$ cat config.mk
export PLATFORM = sky130hd
export DESIGN_NAME = uart_rx_cfg_flat
export DESIGN_NICKNAME = d
export VERILOG_FILES = /design/src/rtl/uart_pkg.sv /design/src/rtl/uart_rx_cfg_if.sv /design/src/rtl/uart_rx_cfg_baud_tick_gen.sv /design/src/rtl/uart_rx_cfg.sv /design/src/flat_wrapper.sv
export SDC_FILE = /design/constraint.sdc
export NUM_CORES = 1
export LEC_CHECK = 0
export ABC_CLOCK_PERIOD_IN_PS = 5000
export CAP_MARGIN = 20
export CORE_UTILIZATION = 59
export CTS_CLUSTER_DIAMETER = 40
export CTS_CLUSTER_SIZE = 14
export DETAILED_ROUTE_END_ITERATION = 12
export GPL_ROUTABILITY_DRIVEN = 1
export PLACE_DENSITY = 0.86
export SYNTH_ARGS = -nofsm -noshare
export SYNTH_HDL_FRONTEND = slang
export SYNTH_SLANG_ARGS = --single-unit
$ cat constraint.sdc
create_clock -name clk -period 5 [get_ports clk]
set_input_delay 1 -clock clk [delete_from_list [all_inputs] [get_ports clk]]
set_output_delay 1 -clock clk [all_outputs]
set_load 0.01 [all_outputs]
$ cat src/rtl/uart_pkg.sv
// uart_pkg
// Shared definitions for the configurable UART blocks (receiver now, transmitter later).
//   PAR_NONE/PAR_EVEN/PAR_ODD : values of the 2-bit parity-mode field (2'b11 also means none)
//   uart_state_e              : receiver state encoding
//   maj3()                    : 2-of-3 majority used by the bit voter
package uart_pkg;

    localparam logic [1:0] PAR_NONE = 2'b00;
    localparam logic [1:0] PAR_EVEN = 2'b01;
    localparam logic [1:0] PAR_ODD  = 2'b10;

    typedef enum logic [2:0] {
        ST_IDLE    = 3'd0,
        ST_START   = 3'd1,
        ST_DATA    = 3'd2,
        ST_PARITY  = 3'd3,
        ST_STOP    = 3'd4,
        ST_WAIT_HI = 3'd5
    } uart_state_e;

    function automatic logic maj3(input logic a, input logic b, input logic c);
        return (a & b) | (a & c) | (b & c);
    endfunction

endpackage

$ cat src/rtl/uart_rx_cfg_if.sv
// uart_rx_cfg_if
// Receive-side valid/ready handshake carrying one frame to the consumer.
//   rx_valid : frame held in rx_dout/rx_perr/rx_ferr
//   rx_dout  : received data (DBIT wide)
//   rx_perr  : parity error of held frame
//   rx_ferr  : stop-bit error of held frame
//   rx_ready : consumer accepts the held frame
// master = receiver, slave = consumer.
interface uart_rx_cfg_if #(parameter int DBIT = 8);

    logic            rx_valid;
    logic [DBIT-1:0] rx_dout;
    logic            rx_perr;
    logic            rx_ferr;
    logic            rx_ready;

    modport master (output rx_valid, rx_dout, rx_perr, rx_ferr, input rx_ready);
    modport slave  (input rx_valid, rx_dout, rx_perr, rx_ferr, output rx_ready);

endinterface

$ cat src/rtl/uart_rx_cfg_baud_tick_gen.sv
// baud_tick_gen
// Free-running oversample tick generator: counts 0..divisor-1 and asserts tick on
// the last count. A divisor of 0 behaves as 1 (tick every clock).
//   clk, reset_n : clock, async active-low reset
//   divisor      : clocks per tick
//   tick         : one-clock pulse every max(divisor,1) clocks
module baud_tick_gen #(
    parameter int DIV_W = 16
) (
    input  logic             clk,
    input  logic             reset_n,
    input  logic [DIV_W-1:0] divisor,
    output logic             tick
);

    logic [DIV_W-1:0] cnt_q;
    logic [DIV_W-1:0] last_cnt;

    assign last_cnt = (divisor == '0) ? '0 : divisor - DIV_W'(1);
    // >= so a divisor that shrinks below the current count wraps at once
    assign tick     = (cnt_q >= last_cnt);

    always_ff @(posedge clk or negedge reset_n) begin
        if (!reset_n) begin
            cnt_q <= '0;
        end else if (tick) begin
            cnt_q <= '0;
        end else begin
            cnt_q <= cnt_q + DIV_W'(1);
        end
    end

endmodule

$ cat src/rtl/uart_rx_cfg.sv
// uart_rx_cfg
// Runtime-configurable UART receiver: oversampled, 3-sample majority vote, optional
// parity, 1 or 2 stop bits, break detection, one-entry valid/ready output register.
//   clk, reset_n           : clock, async active-low reset
//   rx                     : asynchronous serial input, idle high
//   divisor                : clocks per oversample tick (0 acts as 1)
//   cfg_parity, cfg_stop2  : frame format, latched at start-bit detection
//   rx_if (master)         : rx_valid/rx_dout/rx_perr/rx_ferr out, rx_ready in
//   overrun_err            : 1-clock pulse, completed frame dropped
//   break_det              : 1-clock pulse, break condition seen
//   rx_busy                : receiver not idle
//
// state      | meaning
// -----------+-------------------------------------------------------------
// ST_IDLE    | waiting for a 1->0 transition of the synchronised line
// ST_START   | qualifying the start bit; a high mid-bit vote is a glitch
// ST_DATA    | shifting in DBIT data bits, LSB first
// ST_PARITY  | checking the parity bit against the data
// ST_STOP    | deciding stop bit(s) at mid-bit + 1 sample
// ST_WAIT_HI | after a framing error/break, waiting for the line to go high
module uart_rx_cfg
    import uart_pkg::*;
#(
    parameter int DBIT  = 8,
    parameter int OS    = 16,
    parameter int DIV_W = 16
) (
    input  logic             clk,
    input  logic             reset_n,
    input  logic             rx,
    input  logic [DIV_W-1:0] divisor,
    input  logic [1:0]       cfg_parity,
    input  logic             cfg_stop2,
    uart_rx_cfg_if.master    rx_if,
    output logic             overrun_err,
    output logic             break_det,
    output logic             rx_busy
);

    localparam int SW = $clog2(OS);
    localparam int BW = $clog2(DBIT + 1);

    localparam logic [SW-1:0] S_MID0 = SW'(OS / 2 - 1);
    localparam logic [SW-1:0] S_MID1 = SW'(OS / 2);
    localparam logic [SW-1:0] S_MID2 = SW'(OS / 2 + 1);
    localparam logic [SW-1:0] S_LAST = SW'(OS - 1);
    localparam logic [BW-1:0] B_LAST = BW'(DBIT - 1);

    logic             rx_s1_q, rx_s2_q;
    logic             rx_sync;

    uart_state_e      state_q;
    logic [SW-1:0]    s_q;
    logic [BW-1:0]    bit_q;
    logic [DBIT-1:0]  data_q;
    logic             smp0_q, smp1_q, vote_q;
    logic             prev_q;
    logic [DIV_W-1:0] div_q;
    logic [1:0]       par_q;
    logic             stop2_q, stop_idx_q;
    logic             perr_q, ferr_q, par_vote_q;
    logic             busy_q;

    logic             valid_q, out_perr_q, out_ferr_q, ovr_q, brk_q;
    logic [DIV_W-1:0] div_use;
    logic [DIV_W-1:0] div_d;
    logic [DIV_W-1:0] dout_q;
    logic [DBIT-1:0]  dout_d;

    logic             tick;
    logic             vote_now;
    logic             par_en;
    logic             stop_final;
    logic             ferr_fin;
    logic             is_break;
    logic             deliver;
    logic             brk_now;

    // ------------------------------------------------------------------
    // Input synchroniser (idles high so reset does not look like a start)
    // ------------------------------------------------------------------
    always_ff @(posedge clk or negedge reset_n) begin
        if (!reset_n) begin
            rx_s1_q <= 1'b1;
            rx_s2_q <= 1'b1;
        end else begin
            rx_s1_q <= rx;
            rx_s2_q <= rx_s1_q;
        end
    end

    assign rx_sync = rx_s2_q;

    // Live divisor while idle, frozen copy for the rest of the frame
    assign div_d   = divisor;
    assign div_use = (state_q == ST_IDLE) ? div_d : div_q;

    baud_tick_gen #(.DIV_W(DIV_W)) u_tick (
        .clk     (clk),
        .reset_n (reset_n),
        .divisor (div_use),
        .tick    (tick)
    );

    // Third sample is the live synchronised line at mid+1
    assign vote_now   = maj3(smp0_q, smp1_q, rx_sync);
    assign par_en     = (par_q == PAR_EVEN) || (par_q == PAR_ODD);
    assign stop_final = tick && (state_q == ST_STOP) && (s_q == S_MID2)
                        && (!stop2_q || stop_idx_q);
    assign ferr_fin   = ferr_q | ~vote_now;
    // Break: the whole frame read as zero, including parity when present
    assign is_break   = ferr_fin && (data_q == '0) && (!par_en || !par_vote_q);
    assign deliver    = stop_final && !is_break;
    assign brk_now    = stop_final && is_break;

    // ------------------------------------------------------------------
    // Receive FSM (advances on ticks only)
    // ------------------------------------------------------------------
    always_ff @(posedge clk or negedge reset_n) begin
        if (!reset_n) begin
            state_q    <= ST_IDLE;
            s_q        <= '0;
            bit_q      <= '0;
            data_q     <= '0;
            smp0_q     <= 1'b0;
            smp1_q     <= 1'b0;
            vote_q     <= 1'b0;
            prev_q     <= 1'b1;
            div_q      <= '0;
            par_q      <= PAR_NONE;
            stop2_q    <= 1'b0;
            stop_idx_q <= 1'b0;
            perr_q     <= 1'b0;
            ferr_q     <= 1'b0;
            par_vote_q <= 1'b0;
            busy_q     <= 1'b0;
        end else if (tick) begin
            if (s_q == S_MID0) smp0_q <= rx_sync;
            if (s_q == S_MID1) smp1_q <= rx_sync;

            case (state_q)
                ST_IDLE: begin
                    prev_q <= rx_sync;
                    if (prev_q && !rx_sync) begin
                        state_q    <= ST_START;
                        s_q        <= '0;
                        bit_q      <= '0;
                        busy_q     <= 1'b1;
                        div_q      <= div_d;
                        par_q      <= cfg_parity;
                        stop2_q    <= cfg_stop2;
                        stop_idx_q <= 1'b0;
                        perr_q     <= 1'b0;
                        ferr_q     <= 1'b0;
                        par_vote_q <= 1'b0;
                    end
                end

                ST_START: begin
                    s_q <= s_q + SW'(1);
                    if (s_q == S_MID2 && vote_now) begin
                        state_q <= ST_IDLE;
                        busy_q  <= 1'b0;
                        s_q     <= '0;
                        prev_q  <= rx_sync;
                    end else if (s_q == S_LAST) begin
                        state_q <= ST_DATA;
                        s_q     <= '0;
                    end
                end

                ST_DATA: begin
                    s_q <= s_q + SW'(1);
                    if (s_q == S_MID2) vote_q <= vote_now;
                    if (s_q == S_LAST) begin
                        s_q    <= '0;
                        data_q <= {vote_q, data_q[DBIT-1:1]};
                        bit_q  <= bit_q + BW'(1);
                        if (bit_q == B_LAST) begin
                            state_q <= par_en ? ST_PARITY : ST_STOP;
                        end
                    end
                end

                ST_PARITY: begin
                    s_q <= s_q + SW'(1);
                    if (s_q == S_MID2) begin
                        par_vote_q <= vote_now;
                        // even expects XOR(data); odd expects its inverse
                        perr_q     <= vote_now ^ (^data_q) ^ (par_q == PAR_ODD);
                    end
                    if (s_q == S_LAST) begin
                        state_q <= ST_STOP;
                        s_q     <= '0;
                    end
                end

                ST_STOP: begin
                    s_q <= s_q + SW'(1);
                    if (stop_final) begin
                        // Decide early so back-to-back start bits are not missed
                        state_q <= ferr_fin ? ST_WAIT_HI : ST_IDLE;
                        busy_q  <= ferr_fin;
                        ferr_q  <= ferr_fin;
                        s_q     <= '0;
                        prev_q  <= rx_sync;
                    end else if (s_q == S_MID2) begin
                        ferr_q <= ferr_fin;
                    end else if (s_q == S_LAST) begin
                        stop_idx_q <= 1'b1;
                        s_q        <= '0;
                    end
                end

                ST_WAIT_HI: begin
                    if (rx_sync) begin
                        state_q <= ST_IDLE;
                        busy_q  <= 1'b0;
                        prev_q  <= 1'b1;
                    end
                end

                default: begin
                    state_q <= ST_IDLE;
                    busy_q  <= 1'b0;
                    s_q     <= '0;
                end
            endcase
        end
    end

    // ------------------------------------------------------------------
    // One-entry output register
    // ------------------------------------------------------------------
    assign dout_d = data_q;

    always_ff @(posedge clk or negedge reset_n) begin
        if (!reset_n) begin
            valid_q    <= 1'b0;
            dout_q     <= '0;
            out_perr_q <= 1'b0;
            out_ferr_q <= 1'b0;
            ovr_q      <= 1'b0;
            brk_q      <= 1'b0;
        end else begin
            ovr_q <= deliver && valid_q && !rx_if.rx_ready;
            brk_q <= brk_now;
            if (deliver && (!valid_q || rx_if.rx_ready)) begin
                valid_q    <= 1'b1;
                dout_q     <= DIV_W'(dout_d);
                out_perr_q <= perr_q;
                out_ferr_q <= ferr_fin;
            end else if (valid_q && rx_if.rx_ready) begin
                valid_q <= 1'b0;
            end
        end
    end

    assign rx_if.rx_valid = valid_q;
    assign rx_if.rx_dout  = dout_q[DBIT-1:0];
    assign rx_if.rx_perr  = out_perr_q;
    assign rx_if.rx_ferr  = out_ferr_q;
    assign overrun_err    = ovr_q;
    assign break_det      = brk_q;
    assign rx_busy        = busy_q;

endmodule

$ cat src/flat_wrapper.sv
// flat-port wrapper written by rule: the top's interface ports become plain ports
module uart_rx_cfg_flat import uart_pkg::*;
#(
    parameter int DBIT  = 8,
    parameter int OS    = 16,
    parameter int DIV_W = 16
)
  (clk, reset_n, rx, divisor, cfg_parity, cfg_stop2, overrun_err, break_det, rx_busy, rx_if_rx_valid, rx_if_rx_dout, rx_if_rx_perr, rx_if_rx_ferr, rx_if_rx_ready);
  uart_rx_cfg_if #(.DBIT(DBIT)) rx_if_i ();
  input  logic clk;
  input  logic reset_n;
  input  logic rx;
  input  logic [DIV_W-1:0] divisor;
  input  logic [1:0] cfg_parity;
  input  logic cfg_stop2;
  output logic overrun_err;
  output logic break_det;
  output logic rx_busy;
  output wire logic [$bits(rx_if_i.rx_valid)-1:0] rx_if_rx_valid;
  output wire logic [$bits(rx_if_i.rx_dout)-1:0] rx_if_rx_dout;
  output wire logic [$bits(rx_if_i.rx_perr)-1:0] rx_if_rx_perr;
  output wire logic [$bits(rx_if_i.rx_ferr)-1:0] rx_if_rx_ferr;
  input wire logic [$bits(rx_if_i.rx_ready)-1:0] rx_if_rx_ready;
  assign rx_if_rx_valid = rx_if_i.rx_valid;
  assign rx_if_rx_dout = rx_if_i.rx_dout;
  assign rx_if_rx_perr = rx_if_i.rx_perr;
  assign rx_if_rx_ferr = rx_if_i.rx_ferr;
  assign rx_if_i.rx_ready = rx_if_rx_ready;
  uart_rx_cfg #(.DBIT(DBIT), .OS(OS), .DIV_W(DIV_W)) u_core (.clk(clk), .reset_n(reset_n), .rx(rx), .divisor(divisor), .cfg_parity(cfg_parity), .cfg_stop2(cfg_stop2), .rx_if(rx_if_i), .overrun_err(overrun_err), .break_det(break_det), .rx_busy(rx_busy));
endmodule
======== After elaboration in Yosys (flattened, before gate mapping) ========
Cells that the tools add are included.
cells by class
  add/subtract/negate cells ............... 4
  $lt $le $gt $ge ......................... 1
  equality and inequality tests ........... 25
  mux-type cells .......................... 45
  bitwise gates (word level) .............. 11
  reductions and logical operators ........ 47
operators by type and width
  kind                                                    number
  two-way mux 16 bit                                      3
  two-way mux 3 bit                                       10
  two-way mux 4 bit                                       6
  one-hot mux 4 bit (5 select lines)                      1
  one-hot mux 3 bit (6 select lines)                      1
  two-way mux 1 bit                                       17
  adder 16 x 1 -> 16 bit (second input constant)          1
  >= comparator 16 bit                                    1
  zero test 16 bit                                        1
  subtractor 16 x 1 -> 16 bit (second input constant)     1
  inequality test 2 x 1 -> 1 bit (second input constant)  7
  logical AND 1 bit                                       13
  equality test 4 bit (second input constant)             3
  AND reduction 3 bit                                     4
  AND reduction 4 bit                                     3
  AND reduction 6 bit                                     2
  adder 4 x 1 -> 4 bit (second input constant)            2
  equality test 4 x 3 -> 1 bit (second input constant)    2
  zero test 8 bit                                         1
  inequality test 2 bit (second input constant)           4
  one-hot mux 1 bit (2 select lines)                      4
  one-hot mux 4 bit (2 select lines)                      1
  AND reduction 8 bit                                     1
  nonzero test 2 bit                                      4
  21 further kinds                                        40
word-level totals
  register bits after elaboration ......... 78
  output and inout bits ................... 14
  logic and storage cells ................. 158

======== Depth between registers and ports, before layout ========
Gate-level depths: netlist of the first run.
  depth in word-level cells ............... 11
  mapped depth ............................ 20

======== By module ========
A second synthesis of the first run with hierarchy kept.
unflattened totals
  cells, all modules ...................... 455
  area, all modules ....................... 4,629.4 µm²
by module, submodules not included
  module         instances  cells an instance  area an instance (µm²)  seq. area each (µm²)
  uart_rx_cfg    1          277                3,166.8                 1,555.2
  baud_tick_gen  1          178                1,462.7                 400.4

======== Least setup slack after synthesis of the first run ========
Ideal clock, no wire load.
  path type ............................... reg2reg
  start ................................... register u_core.state_q[1]
  end ..................................... register u_core.div_q[10]
  library setup time ...................... 125 ps
  arrival time ............................ 4,186 ps
  data required time ...................... 4,875 ps
  setup slack ............................. 689 ps
  cell stages (with the launch flop) ...... 19
  period minus slack after synthesis ...... 4,311 ps
  cells stage by stage .................... dfrtp_1 > clkbuf_2 > nor3_1 > buf_4 > buf_2 > mux2i_1 > ha_1 > nor2b_1 > a32o_2 > nand4_4 > and2_1 > ha_1 > nand2b_1 > a2111oi_0 > nand3b_1 > nand4_1 > and2_1 > buf_2 > mux2_2
on the way
  longest elaborated chain between the ends .. 6
ends and longest elaborated chain
  what                                                                    line                                   RTL
  from (decl)                                                             uart_rx_cfg.sv:52                      uart_state_e state_q;
  from (signal assigned)                                                  uart_rx_cfg.sv:180                     state_q <= par_en ? ST_PARITY : ST_STOP;
  from (signal assigned)                                                  uart_rx_cfg.sv:202                     state_q <= ferr_fin ? ST_WAIT_HI : ST_IDLE;
  zero test 3 bit *                                                       uart_rx_cfg.sv:96, uart_rx_cfg.sv:141
  two-way mux 16 bit                                                      uart_rx_cfg.sv:96                      assign div_use = (state_q == ST_IDLE) ? div_d : div_q;
  subtractor 16 x 1 -> 16 bit / zero test 16 bit (equally long branches)  uart_rx_cfg_baud_tick_gen.sv:19        assign last_cnt = (divisor == '0) ? '0 : divisor - DIV_W'(1);
  two-way mux 16 bit                                                      uart_rx_cfg_baud_tick_gen.sv:19
  >= comparator 16 bit                                                    uart_rx_cfg_baud_tick_gen.sv:21        assign tick = (cnt_q >= last_cnt);
  AND reduction 3 bit (no line) *                                         --
  to (signal assigned)                                                    uart_rx_cfg.sv:149                     div_q <= div_d;
  to (decl)                                                               uart_rx_cfg.sv:58                      logic [DIV_W-1:0] div_q;
Every way passes the cells marked *; elsewhere a longest branch is shown, timed or not.
A chain may end at the register's enable or synchronous reset.

======== Final worst setup path of the first run ========
  start ................................... input divisor[6]
  end ..................................... register u_core.dout_q[1]
on the way
  longest elaborated chain between the ends .. 9
ends and longest elaborated chain
  what                                                                    line                             RTL
  from (decl)                                                             flat_wrapper.sv:13               input logic [DIV_W-1:0] divisor;
  two-way mux 16 bit *                                                    uart_rx_cfg.sv:96
  subtractor 16 x 1 -> 16 bit / zero test 16 bit (equally long branches)  uart_rx_cfg_baud_tick_gen.sv:19
  two-way mux 16 bit *                                                    uart_rx_cfg_baud_tick_gen.sv:19
  >= comparator 16 bit *                                                  uart_rx_cfg_baud_tick_gen.sv:21
  logical AND 1 bit * (2 in a row)                                        uart_rx_cfg.sv:108               assign stop_final = tick && (state_q == ST_STOP) && (s_q == S_MID2)
  logical AND 1 bit *                                                     uart_rx_cfg.sv:109               && (!stop2_q || stop_idx_q);
  logical AND 1 bit *                                                     uart_rx_cfg.sv:113               assign deliver = stop_final && !is_break;
  logical AND 1 bit *                                                     uart_rx_cfg.sv:248               if (deliver && (!valid_q || rx_if.rx_ready)) begin
  to (signal assigned)                                                    uart_rx_cfg.sv:250               dout_q <= DIV_W'(dout_d);
  to (decl)                                                               uart_rx_cfg.sv:67                logic [DIV_W-1:0] dout_q;
Marks and branches as above.

==> results.sh, run 1 <==
export IMPL_remaining_design_rule_violation_count=0
export IMPL_synth_avg_cell_area_um2=10.4
export IMPL_cts_tree="done"
export IMPL_timing_critical_path_to="u_core.dout_q[1]"
export IMPL_destination_of_the_worst_register_to_register_timing_path="u_core.div_q[3]"
export IMPL_portion_of_total_power_attributed_to_sequential_cells_pct=44.3
export IMPL_max_slew_margin_rel_pct=35.6
export IMPL_worstPathMaxFanout=28
export IMPL_clock_tree_root_cell="clkbuf_8"
export IMPL_clock_transition_at_the_register_clock_pins_on_the_worst_setup_and_hold_paths_after_cts_ns=0.09
export IMPL_timing_critical_path_from_type="primary input"
export IMPL_yosysTopAreaCell="dfrtp_1"
export IMPL_yosys_most_used_dff="dfrtp_1"
export IMPL_ant_nets=0
export IMPL_synth_sequential_area_ratio_pct=42.3
export IMPL_drt_initial_drc_count=174
export IMPL_criticalPathCategory="primary input to flop"
export IMPL_finalClockSkew_ns=0.0183
export IMPL_post_route_cells_drive_above_1_share_pct=14.7
export IMPL_fmax_ghz=0.217
export IMPL_detailedPlacementHpwl_mm=6.72
export IMPL_grt_use_total_pct=24.7
export IMPL_postSynthNetCount=497
export IMPL_detailedRoute_firstPassIterationCount=5
export IMPL_irDropWorstVdd_uv=166
export IMPL_wirelength_routed_mm=9.54
export IMPL_placedCellCount=574
export IMPL_hold_violations=0
export IMPL_place_congestion=0.831
export IMPL_growth_of_design_area_from_synthesis_to_finish_pct=14.4
export IMPL_power_share_clock_pct=29.6
export IMPL_routed_via_count=3563
export IMPL_fin_cells=590
export IMPL_synthesized_cell_area_mm2=0.00462
export IMPL_cts_repair_resized=0
export IMPL_wl_per_cell_um=16.2
export IMPL_regArea_mm2=0.00196
export IMPL_netSwitchingFraction_pct=33.6
export IMPL_synth_top_cell_area_share_pct=40.6
export IMPL_setup_violations=0
export IMPL_share_comb_of_total_power_pct=26.2
export IMPL_vias_per_cell=6.04
export IMPL_synth_edff_count=0
export IMPL_insertedDiodeCount=0
export IMPL_final_period_minus_worst_setup_slack_ns=4.62
export IMPL_grt_setup_unrepaired="no"
export IMPL_postCtsSetupRepairBufs=0
export IMPL_htreeDepth=3
export IMPL_final_core_util_pct=71.4
export IMPL_io_pins=37
export IMPL_critical_path_startpoint="divisor[6]"
export IMPL_synth_cell_type_count=57
export IMPL_nNetsFinal=537
export IMPL_layout_filler_cells=519
export IMPL_dpl_cell_area_mm2=0.00508
export IMPL_tns_ns=0
export IMPL_cts_inserted_buffers=9
export IMPL_timing_final_crit_share_pct=92.3
export IMPL_design_die_area_mm2=0.00819
export IMPL_postSynthRegisterBits=78
export IMPL_cts_hold_buffers=0
export IMPL_worstSkewPairLatency_ns=0.36
export IMPL_hp_class="flop to flop"
export IMPL_cp_data_arrival_time_ns=4.86
export IMPL_cts_sinks=78
export IMPL_worst_endpoint_required_ns=5.25
export IMPL_synth_async_sr_flop_share_pct=100
export IMPL_core_mm2=0.00741
export IMPL_worst_r2r_setup_slack_ns=0.59
export IMPL_rows=31
export IMPL_internal_power_w=0.00113
export IMPL_worst_slew_pin_slew_ns=0.967
export IMPL_synth_warning_count=0
export IMPL_netlist_instances=446
export IMPL_max_cap_viol_count=0
export IMPL_total_leakage_power_nw=2.48
export IMPL_endpoint_type_of_the_worst_setup_path="flop"
export IMPL_synth_area_leaders="dfrtp_1, mux2_2, ha_1"
export IMPL_start_util_pct=62.4
export IMPL_dieWidth_um=90.5
export IMPL_antenna_found_initial=0
export IMPL_grt_overflow=0
export IMPL_layout_cell_area_non_filler_mm2=0.00529
export IMPL_power_per_cell_area_mw_per_mm2=321
export IMPL_port_buffer_count=36
export IMPL_timing_final_max_slew_violations=0
export IMPL_chipHeight_um=90.5
export IMPL_r2r_start="u_core.state_q[2]"
export IMPL_run_status="completed"
export IMPL_grt_pass1_wl_mm=16.3
export IMPL_r2r_worst_path_cells=14
export IMPL_via_count_of_the_first_global_routing_pass=3554
export IMPL_multi_input_gate_area_in_the_final_layout_mm2=0.00250
export IMPL_netSwitchingPower_w=0.000570
export IMPL_clockBufferDepth=2
export IMPL_grt_max_degree=79
-- worst max-delay path: stages --
cell and delay [ns]:
clkdlybuf4s50_1 0.45, nor4_1 0.44, nand2b_1 0.20, nor3_4 0.23, a32o_2 0.23, nand4_4 0.16, and2_1 0.20, ha_1 0.26
nand2b_1 0.14, a2111oi_0 0.36, nand3b_1 0.16, nand4_1 0.14, buf_4 0.27, nand3_2 0.25, mux2_2 0.37
-- metal layers --
metal  part of all wire (%)  global-route usage (%)
met1                     42                    31.4
met4                    1.7                    9.95
met3                    5.3                    4.97
met5                      0                       0
met2                     51                    41.3
-- sequential cells by signal (all words and copies together) (netlist names), 2 cells and up --
register / cells
u_core.u_tick.cnt_q: 16
u_core.bit_q: 4
u_core.div_q: 16
u_core.par_q: 2
u_core.dout_q: 8
u_core.state_q: 3
u_core.s_q: 4
u_core.data_q: 8
-- cells by family after synthesis --
family / count (synthesis) / share of synthesized area [%]
XOR/XNOR: 29 / 5.49
adder cells (fa/ha/maj): 29 / 7.79
AO/OA/AOI/OAI: 68 / 10.3
flip-flops: 78 / 42.3
multiplexers: 54 / 12.6
buffers and inverters: 37 / 3.73
AND/OR/NAND/NOR: 151 / 17.8
-- area by class of cell --
cell class                      count  area share, %
Tap cell                           99           2.34
Clock buffer                        9           2.34
Timing Repair Buffer               45           8.05
Inverter                           21           1.49
Sequential cell                    78           37.0
Multi-Input combinational cell    331           47.3
Clock inverter                      7           1.51
-- cells in the mapped netlist, types with 2 or more instances --
library cell  count
nand4_1          12
buf_1             2
xnor2_1          14
nor3b_1           5
nor2_1           33
o2111ai_1         3
or3_4             2
nor2b_1           5
a21boi_0          2
nand4b_1          3
inv_1            21
mux2i_1          21
clkbuf_1          4
o21ai_0          14
nand3_1          11
o211ai_1          2
ha_1             28
nand2_1          26
o21a_1            2
a31oi_1           3
xor2_1           15
mux2_2           33
nor4_1            2
nand3b_1          2
buf_2             5
or3_1             6
and2_1            7
dfrtp_1          75
nor3_1           15
dfstp_2           3
and3_1           10
nand2b_1          7
o211ai_2          3
a21oi_1          18
a22o_1            6
a32o_1            3
buf_6             3
-- power groups by stage --
stage	registers (W)	clock network (W)	logic, W
after floorplan	0.000740	0	0.000343
after global placement	0.000760	0	0.000419
after detailed placement	0.000760	0	0.000439
after CTS	0.000750	0.000506	0.000443
after global routing	0.000761	0.000535	0.000502
final	0.000751	0.000502	0.000444
-- how the worst min path moves through the flow --
stage,start,end,slack [ns],cells after the start
after floorplan,u_core.rx_s1_q,u_core.rx_s2_q,0.35,0
after detailed placement,u_core.rx_s1_q,u_core.rx_s2_q,0.35,0
after global placement,u_core.rx_s1_q,u_core.rx_s2_q,0.35,0
after global routing,u_core.rx_s1_q,u_core.rx_s2_q,0.37,0
final,u_core.rx_s1_q,u_core.rx_s2_q,0.36,0
after CTS,u_core.rx_s1_q,u_core.rx_s2_q,0.36,0
-- cell usage in the layout, fill, tap and decap left out, types with 10 or more instances in the layout --
cell type	count
dfrtp_1	75
mux2_2	33
a21oi_1	18
nand2_1	26
xor2_1	15
buf_4	10
nand3_1	11
and3_1	10
ha_1	28
o21ai_0	14
xnor2_1	14
nor3_1	14
mux2i_1	21
nand4_1	12
inv_1	21
nor2_1	33
clkdlybuf4s50_1	35
-- metrics by stage --
step / power (W) / hold WS [ns] / setup WS, ns
after global routing: 0.00180 / 0.367 / 0.205
after floorplan: 0.00108 / 0.345 / 0.689
after global placement: 0.00118 / 0.347 / 0.118
after detailed placement: 0.00120 / 0.348 / 0.0854
after CTS: 0.00170 / 0.361 / 0.450
final: 0.00170 / 0.360 / 0.384
No activity file was read; power rests on OpenSTA's default activity.
==> run 2: changes to the inputs <==
==> constraint.sdc (replaced) <==
create_clock -name clk -period 5 [get_ports clk]
set_input_delay 0.5 -clock clk [delete_from_list [all_inputs] [get_ports clk]]
set_output_delay 0.5 -clock clk [all_outputs]
set_load 0.01 [all_outputs]
==> results.sh, run 2 (synthesis results as in run 1) <==
export IMPL_netSwitchingFraction_pct=31.2
export IMPL_rows=31
export IMPL_commonest_non_fill_non_tap_cell_in_the_layout="dfrtp_1"
export IMPL_worst_slew_pin_slew_ns=1.02
export IMPL_design_die_area_mm2=0.00819
export IMPL_cts_tree="done"
export IMPL_ant_nets=0
export IMPL_cts_inserted_buffers=9
export IMPL_cp_data_arrival_time_ns=4.76
export IMPL_timing_critical_path_from_type="flop"
export IMPL_destination_of_the_worst_register_to_register_timing_path="u_core.par_q[1]"
export IMPL_run_status="completed"
export IMPL_total_leakage_power_nw=2.46
export IMPL_wl_per_cell_um=16.3
export IMPL_grt_setup_unrepaired="no"
export IMPL_routed_via_count=3489
export IMPL_chipHeight_um=90.5
export IMPL_hp_class="primary input to async pin"
export IMPL_worst_endpoint_required_ns=5.24
export IMPL_clockBufferDepth=2
export IMPL_final_core_util_pct=71.3
export IMPL_r2r_start="u_core.state_q[2]"
export IMPL_netSwitchingPower_w=0.000555
export IMPL_irDropWorstVdd_uv=170
export IMPL_htreeDepth=3
export IMPL_setup_violations=0
export IMPL_path_cells="nor3_2 > buf_4 > mux2i_1 > ha_1 > nor2b_1 > a32o_2 > nand4_4 > a21oi_1 > ha_1 > nand4_1 > nor2_1 > nand3b_1 > nand4_1 > and2_1 > mux2_2"
export IMPL_drt_initial_drc_count=164
export IMPL_grt_pass1_wl_mm=16.1
export IMPL_remaining_design_rule_violation_count=0
export IMPL_cts_repair_resized=0
export IMPL_post_route_cells_drive_above_1_share_pct=13.4
export IMPL_start_util_pct=62.4
export IMPL_max_slew_margin_rel_pct=32.2
export IMPL_endpoint_type_of_the_worst_setup_path="flop"
export IMPL_top_regs="u_core.div_q (16), u_core.u_tick.cnt_q (16)"
export IMPL_mostFrequentLayoutCells="dfrtp_1, clkdlybuf4s50_1, nor2_1, mux2_2, ha_1"
export IMPL_io_pins=37
export IMPL_postCtsSetupRepairBufs=0
export IMPL_port_buffer_count=36
export IMPL_growth_of_design_area_from_synthesis_to_finish_pct=14.3
export IMPL_dpl_cell_area_mm2=0.00504
export IMPL_worst_r2r_setup_slack_ns=0.47
export IMPL_fmax_ghz=0.221
export IMPL_timing_final_max_slew_violations=0
export IMPL_max_cap_viol_count=0
export IMPL_finalClockSkew_ns=0.0144
export IMPL_grt_overflow=0
export IMPL_internal_power_w=0.00122
export IMPL_hold_violations=0
export IMPL_cts_sinks=78
export IMPL_timing_final_crit_share_pct=90.6
export IMPL_grt_use_total_pct=24.3
export IMPL_antenna_found_initial=0
export IMPL_tns_ns=0
export IMPL_core_mm2=0.00741
export IMPL_timing_critical_path_to="u_core.par_q[1]"
export IMPL_critical_path_startpoint="u_core.state_q[2]"
export IMPL_final_period_minus_worst_setup_slack_ns=4.53
export IMPL_vias_per_cell=5.97
export IMPL_detailedPlacementHpwl_mm=6.75
export IMPL_timing_critical_path_slowest_stage_cell="and2_1"
export IMPL_dieWidth_um=90.5
export IMPL_r2r_worst_path_cells=15
export IMPL_share_comb_of_total_power_pct=25.0
export IMPL_via_count_of_the_first_global_routing_pass=3477
export IMPL_power_share_clock_pct=32.6
export IMPL_grt_max_degree=79
export IMPL_crit_path_max_incr_delay_ns=0.81
export IMPL_clock_transition_at_the_register_clock_pins_on_the_worst_setup_and_hold_paths_after_cts_ns=0.08
export IMPL_power_per_cell_area_mw_per_mm2=336
export IMPL_portion_of_total_power_attributed_to_sequential_cells_pct=42.4
export IMPL_place_congestion=0.862
export IMPL_nNetsFinal=531
export IMPL_detailedRoute_firstPassIterationCount=4
export IMPL_worstPathMaxFanout=22
export IMPL_wirelength_routed_mm=9.52
export IMPL_worstSkewPairLatency_ns=0.35
export IMPL_clock_tree_root_cell="clkbuf_8"
export IMPL_cts_hold_buffers=0
export IMPL_criticalPathCategory="flop to flop"
export IMPL_insertedDiodeCount=0
export IMPL_layout_cell_area_non_filler_mm2=0.00528
run 2: per-stage QoR:
step                total power (W)  instances  worst slack, ns  hold WS, ns
floorplan                   0.00108        446            0.689        0.204
global placement            0.00117        568            0.384        0.347
detailed placement          0.00120        568            0.236        0.349
CTS                         0.00178        584            0.475        0.330
global route                0.00188        584            0.180        0.365
finish                      0.00178        584            0.472        0.280
run 2: worst max-delay path: cells and delay by family (launching register included):
family                     cells  cell delay [ns]
AOI/OAI and AO/OA              2             0.40
adders and majority gates      2             0.41
buffers and inverters          1             0.31
DFF                            1             0.50
muxes                          2             0.81
and+or+nand+nor                8             1.98
run 2: worst min path at each step:
stage / start / end / slack (ns) / cells after the start
floorplan: reset_n / u_core.bit_q[0] / 0.20 / 0
global route: reset_n / u_core.data_q[6] / 0.37 / 1
detailed placement: u_core.rx_s1_q / u_core.rx_s2_q / 0.35 / 0
CTS: reset_n / u_core.s_q[2] / 0.33 / 1
global placement: u_core.rx_s1_q / u_core.rx_s2_q / 0.35 / 0
finish: reset_n / u_core.s_q[3] / 0.28 / 1
run 2: metal layers:
| layer | routed length [um] | track usage [%] |
|---|---|---|
| met1 | 4180 | 30.6 |
| met2 | 4820 | 41.9 |
| met3 | 325 | 4.71 |
| met4 | 201 | 8.33 |
| met5 | 0 | 0 |
run 2: layout make-up:
type	count	area, um2
fillers	525	2120
multi-input cells	331	2500
inverters	21	78.8
well taps	99	124
repair buffers	39	380
flip-flops and latches	78	1960
clock buffers	10	128
clock inverters	6	118
run 2: power groups by stage:
stage | sequential (W) | combinational, W | clock, W
CTS | 0.000751 | 0.000443 | 0.000588
floorplan | 0.000740 | 0.000343 | 0
detailed placement | 0.000762 | 0.000439 | 0
global route | 0.000760 | 0.000501 | 0.000618
global placement | 0.000759 | 0.000414 | 0
finish | 0.000754 | 0.000444 | 0.000580
